### src/rtl/seq_div_unit.sv
// Multi-cycle restoring divider (one quotient bit per clock), signed/unsigned, divide-by-zero flag.
// Optional macro SEQ_DIV_ABORT_EN adds an abort input that cancels an in-flight op.
module seq_div_unit #(
  parameter int unsigned WIDTH = 32,
  parameter int unsigned CNT_W = $clog2(WIDTH)
) (
  input  logic             Clock,
  input  logic             Clear_n,
  input  logic             start,
  input  logic             is_signed,
  input  logic [WIDTH-1:0] dividend,
  input  logic [WIDTH-1:0] divisor,
`ifdef SEQ_DIV_ABORT_EN
  input  logic             abort,
`endif
  output logic             busy,
  output logic             done,
  output logic [WIDTH-1:0] quotient,
  output logic [WIDTH-1:0] remainder,
  output logic             div_by_zero
);

  typedef enum logic [2:0] {S_IDLE, S_PREP, S_ITER, S_FIX, S_DONE} state_t;

  state_t             state_q, state_d;
  logic [CNT_W-1:0]   cnt_q, cnt_d;
  logic [WIDTH-1:0]   dvd_q, dvd_d;
  logic [WIDTH-1:0]   dvs_q, dvs_d;
  logic               sgn_q, sgn_d;
  logic [WIDTH-1:0]   dmag_q, dmag_d;
  logic [WIDTH-1:0]   prem_q, prem_d;
  logic [WIDTH-1:0]   quo_q, quo_d;
  logic               negq_q, negq_d;
  logic               negr_q, negr_d;
  logic               zpend_q, zpend_d;
  logic               busy_q, busy_d;
  logic               done_q, done_d;
  logic [WIDTH-1:0]   quot_q, quot_d;
  logic [WIDTH-1:0]   rem_q, rem_d;
  logic               dbz_q, dbz_d;

  logic [WIDTH-1:0]   amag;
  logic [WIDTH-1:0]   bmag;
  logic [WIDTH:0]     shifted;
  logic [WIDTH:0]     trial;

  // Next-state and datapath
  always_comb begin
    state_d = state_q;
    cnt_d   = cnt_q;
    dvd_d   = dvd_q;
    dvs_d   = dvs_q;
    sgn_d   = sgn_q;
    dmag_d  = dmag_q;
    prem_d  = prem_q;
    quo_d   = quo_q;
    negq_d  = negq_q;
    negr_d  = negr_q;
    zpend_d = zpend_q;
    quot_d  = quot_q;
    rem_d   = rem_q;
    dbz_d   = dbz_q;

    amag    = (sgn_q && dvd_q[WIDTH-1]) ? -dvd_q : dvd_q;
    bmag    = (sgn_q && dvs_q[WIDTH-1]) ? -dvs_q : dvs_q;
    shifted = {prem_q, quo_q[WIDTH-1]};
    trial   = shifted - {1'b0, dmag_q};

    case (state_q)
      S_IDLE: begin
        if (start) begin
          dvd_d   = dividend;
          dvs_d   = divisor;
          sgn_d   = is_signed;
          state_d = S_PREP;
        end
      end
      S_PREP: begin
        quo_d  = amag;
        dmag_d = bmag;
        negq_d = sgn_q & (dvd_q[WIDTH-1] ^ dvs_q[WIDTH-1]);
        negr_d = sgn_q & dvd_q[WIDTH-1];
        if (dvs_q == '0) begin
          quot_d  = '1;
          rem_d   = dvd_q;
          dbz_d   = 1'b1;
          zpend_d = 1'b1;
          // Pass through FIX untouched so the zero case lands in DONE after edge 2
          state_d = S_FIX;
        end else begin
          prem_d  = '0;
          zpend_d = 1'b0;
          cnt_d   = CNT_W'(WIDTH - 1);
          state_d = S_ITER;
        end
      end
      S_ITER: begin
        quo_d  = {quo_q[WIDTH-2:0], ~trial[WIDTH]};
        prem_d = trial[WIDTH] ? shifted[WIDTH-1:0] : trial[WIDTH-1:0];
        cnt_d  = cnt_q - CNT_W'(1);
        if (cnt_q == '0) state_d = S_FIX;
      end
      S_FIX: begin
        if (!zpend_q) begin
          quot_d = negq_q ? -quo_q : quo_q;
          rem_d  = negr_q ? -prem_q : prem_q;
          dbz_d  = 1'b0;
        end
        state_d = S_DONE;
      end
      S_DONE:  state_d = S_IDLE;
      default: state_d = S_IDLE;
    endcase

`ifdef SEQ_DIV_ABORT_EN
    if (abort && (state_q == S_PREP || state_q == S_ITER || state_q == S_FIX)) begin
      state_d = S_IDLE;
      quot_d  = quot_q;
      rem_d   = rem_q;
      dbz_d   = dbz_q;
    end
`endif

    busy_d = (state_d != S_IDLE);
    done_d = (state_d == S_DONE);
  end

  always_ff @(posedge Clock or negedge Clear_n) begin
    if (!Clear_n) begin
      state_q <= S_IDLE;
      cnt_q   <= '0;
      dvd_q   <= '0;
      dvs_q   <= '0;
      sgn_q   <= 1'b0;
      dmag_q  <= '0;
      prem_q  <= '0;
      quo_q   <= '0;
      negq_q  <= 1'b0;
      negr_q  <= 1'b0;
      zpend_q <= 1'b0;
      busy_q  <= 1'b0;
      done_q  <= 1'b0;
      quot_q  <= '0;
      rem_q   <= '0;
      dbz_q   <= 1'b0;
    end else begin
      state_q <= state_d;
      cnt_q   <= cnt_d;
      dvd_q   <= dvd_d;
      dvs_q   <= dvs_d;
      sgn_q   <= sgn_d;
      dmag_q  <= dmag_d;
      prem_q  <= prem_d;
      quo_q   <= quo_d;
      negq_q  <= negq_d;
      negr_q  <= negr_d;
      zpend_q <= zpend_d;
      busy_q  <= busy_d;
      done_q  <= done_d;
      quot_q  <= quot_d;
      rem_q   <= rem_d;
      dbz_q   <= dbz_d;
    end
  end

  assign busy        = busy_q;
  assign done        = done_q;
  assign quotient    = quot_q;
  assign remainder   = rem_q;
  assign div_by_zero = dbz_q;

endmodule
### config.mk
export PLATFORM = sky130hd
export DESIGN_NAME = seq_div_unit
export DESIGN_NICKNAME = d
export VERILOG_FILES = /design/src/rtl/seq_div_unit.sv
export SDC_FILE = /design/constraint.sdc
export NUM_CORES = 1
export LEC_CHECK = 0
export ABC_AREA = 1
export CAP_MARGIN = 25
export CELL_PAD_IN_SITES_DETAIL_PLACEMENT = 1
export CELL_PAD_IN_SITES_GLOBAL_PLACEMENT = 1
export CORE_MARGIN = 2
export CORE_UTILIZATION = 46
export DETAILED_ROUTE_END_ITERATION = 8
export PLACE_DENSITY_LB_ADDON = 0.1
export SYNTH_ARGS = -nofsm -noshare
export SYNTH_HDL_FRONTEND = slang
export SYNTH_SLANG_ARGS = --single-unit
### constraint.sdc
create_clock -name Clock -period 3.6 [get_ports Clock]
set_input_delay 0.72 -clock Clock [delete_from_list [all_inputs] [get_ports Clock]]
set_output_delay 0.72 -clock Clock [all_outputs]
set_load 0.03 [all_outputs]
==> impl_metrics.tcl <==
set metrics [dict create \
    status "finished, final reports clean" \
    ctsResizeCount 0 \
    nets 2461 \
    cts_sinks 239 \
    finalSetupViolCount 0 \
    p_seq_frac 0.253 \
    crit_required_ps 4050 \
    ant_nets 0 \
    synth.avg_cell_area_um2 7.03 \
    max-slew-margin-rel 0.429 \
    final_common_cell "nand2_1" \
    num_rows 67 \
    syn_to_final_growth_pct 16.6 \
    cts_setup_buffers 0 \
    yosysUniqueCellTypes 52 \
    fin_util 0.548 \
    clkSlewWorstSetupHoldPaths_ps 70 \
    cp_max_fo 20 \
    power_mw 21.4 \
    hold_class "primary input to async pin" \
    first_iter_violations 1292 \
    skew_ps 14.3 \
    worstPathArrival_ps 3290 \
    p_leak_nw 9.24 \
    wire_per_inst_um 21.4 \
    tritoncts "yes" \
    cts_hold_buffers 0 \
    synth_fp_nets 2358 \
    r2r_slack_ps 760 \
    root_buffer "clkbuf_16" \
    layout-drive-gt1-share 0.0623 \
    die-width_um 190 \
    reg2reg_depth 17 \
    yosys_warnings 0 \
    syn-instance-count 2252 \
    drt-pass1-iter-count 5 \
    r2r-start "quo_q[31]" \
    post-route-drc-count 0 \
    coreArea_mm2 0.0337 \
    cts_buffers 27 \
    worst_setup_path_start_kind "flip-flop" \
    power_density_mw_per_mm2 1160 \
    slew_violations 0 \
    p_comb_frac 0.610 \
    io_buffers 134 \
    switching_share 0.542 \
    power.internal_mw 9.79 \
    cap_violations 0 \
    fmax_mhz 352 \
    reg2reg_to "prem_q[4]" \
    dp_hpwl_mm 46.9 \
    initial_core_util 0.470 \
    switchingPower_mw 11.6 \
    endpoint_kind "flip-flop" \
    critPathKind "flip-flop to flip-flop" \
    io_pins 135 \
    grt_pass1_wl_mm 93.7 \
    antenna_found_initial 6 \
    rsz0062_at_grt "false" \
    ys_seq_elements 239 \
    wirelength_mm 60.5 \
    dieArea_mm2 0.0359 \
    clkLatencyLatePin_ps 560 \
    grt_util_all_layers 0.338 \
    grt_pass1_vias 16100 \
    via_per_inst 5.61 \
    grt.overflow.total 0 \
    chipHeight_um 190 \
    layout_common_cells "nand2_1 (652), inv_1 (309), dfrtp_1 (239), nand3_1 (237), nor2_1 (203)" \
    netlist_area_mm2 0.0158 \
    finalHoldViolations 0 \
    tns_ps 0 \
    period_share 0.789 \
    cts_max_level 1 \
    grt_start_max_net_pins 107 \
    power.share.clock 0.137 \
    period_minus_slack_ps 2840 \
    worstMarginPinSlew_ps 849 \
    synth-seq-area-share 0.378 \
    clock_path_buffers 3 \
    ir_drop_mv 0.635 \
    gp_congestion 0.937 \
    num_vias 15900 \
]
==> synthesized netlist by cell type, drive strengths merged <==
cell type    n  share of area
o22ai       17         0.0067
nand3b      15         0.0071
and3         1        0.00040
a21o         2        0.00095
fa           1         0.0013
o21a         5         0.0024
inv        327          0.077
buf         33          0.014
clkinv       1        0.00024
o21ai       80          0.026
o221ai      16         0.0088
nand3      246          0.083
nand2      666           0.16
o211ai      35          0.019
xnor2        7         0.0039
nor2       212          0.053
and2         4         0.0016
a22oi        2         0.0013
nor4         6         0.0024
or2          6         0.0024
nand4       25         0.0099
o22a        14         0.0077
ha          37          0.029
dfrtp      239           0.38
o31ai        4         0.0019
a21oi       96          0.032
mux2        11         0.0078
clkbuf      39         0.0092
o21bai      15         0.0071
xor2        58          0.032
nor3        29          0.010
a31oi        3         0.0012
==> logic make-up after synthesis <==
family | after synthesis | synth area share
adders and majority gates | 38 | 0.0305
buffers and inverters | 400 | 0.101
xor gates and xnor gates | 65 | 0.0359
muxes | 11 | 0.00782
AOI/OAI and AO/OA | 289 | 0.115
DFF | 239 | 0.378
and+or+nand+nor | 1210 | 0.332
==> how the worst max path moves through the flow <==
stage	cells after the start	slack, ps	from	to
3_5_place_dp	17	800	quo_q[31]	prem_q[23]
3_3_place_gp	17	960	quo_q[31]	prem_q[22]
6_report	17	760	quo_q[31]	prem_q[4]
5_1_grt	17	520	quo_q[31]	prem_q[28]
4_1_cts	17	790	quo_q[31]	prem_q[4]
2_1_floorplan	18	1420	quo_q[31]	prem_q[4]
==> power by group through the flow <==
stage | Combinational (mW) | Sequential, mW | Clock (mW)
2_1_floorplan | 8.27 | 5.42 | 0
3_3_place_gp | 12.4 | 5.30 | 0
3_5_place_dp | 12.8 | 5.36 | 0
4_1_cts | 12.9 | 5.35 | 2.96
5_1_grt | 14.4 | 5.50 | 3.07
6_report | 13.1 | 5.41 | 2.93
==> state kept, by name (all words and copies together), names as in the netlist <==
signal	count
quotient	32
div_by_zero	1
dmag_q	32
busy	1
dvd_q	32
remainder	32
negq_q	1
negr_q	1
cnt_q	5
quo_q	32
prem_q	32
sgn_q	1
state_q	3
dvs_q	32
zpend_q	1
done	1
==> routing by layer <==
layer / vias to the layer above / wire (µm) / global-route usage
li1: 7449 / - / -
met1: 7790 / 27900 / 0.476
met2: 511 / 26400 / 0.525
met3: 100 / 4650 / 0.0825
met4: 10 / 1410 / 0.0787
met5: - / 58 / 0
==> through the flow <==
stage	area, µm²	cells	hold WS [ps]	setup WS [ps]
3_5_place_dp	17500	2774	476	798
4_1_cts	18500	2824	77.5	790
6_report	18500	2825	65.5	758
3_3_place_gp	17500	2774	466	965
2_1_floorplan	15800	2252	424	1420
5_1_grt	18500	2824	81.9	515
==> area by class of cell <==
| type | count | area [µm²] |
|---|---|---|
| antenna | 1 | 2.50 |
| inverter | 328 | 1230 |
| timing repair buffer | 146 | 1470 |
| tap | 448 | 561 |
| multi-input combinational | 1613 | 8270 |
| fill | 4359 | 15200 |
| sequential | 239 | 5980 |
| clock inverter | 17 | 193 |
| clock buffer | 33 | 748 |
==> worst max-delay path: stages (launching register included) <==
cell,delay (ps)
dfrtp_1,350
inv_1,100
ha_1,230
fa_1,430
inv_1,130
nand2_1,60
nand2_1,70
nand3_1,80
nand2_2,110
nand2_1,90
nand2_2,110
nand2_4,80
nand2_4,80
nand2_4,140
nand2_2,380
nand2_1,120
nand3_1,100
nand2_1,50
(Power assumes the default switching activity.)
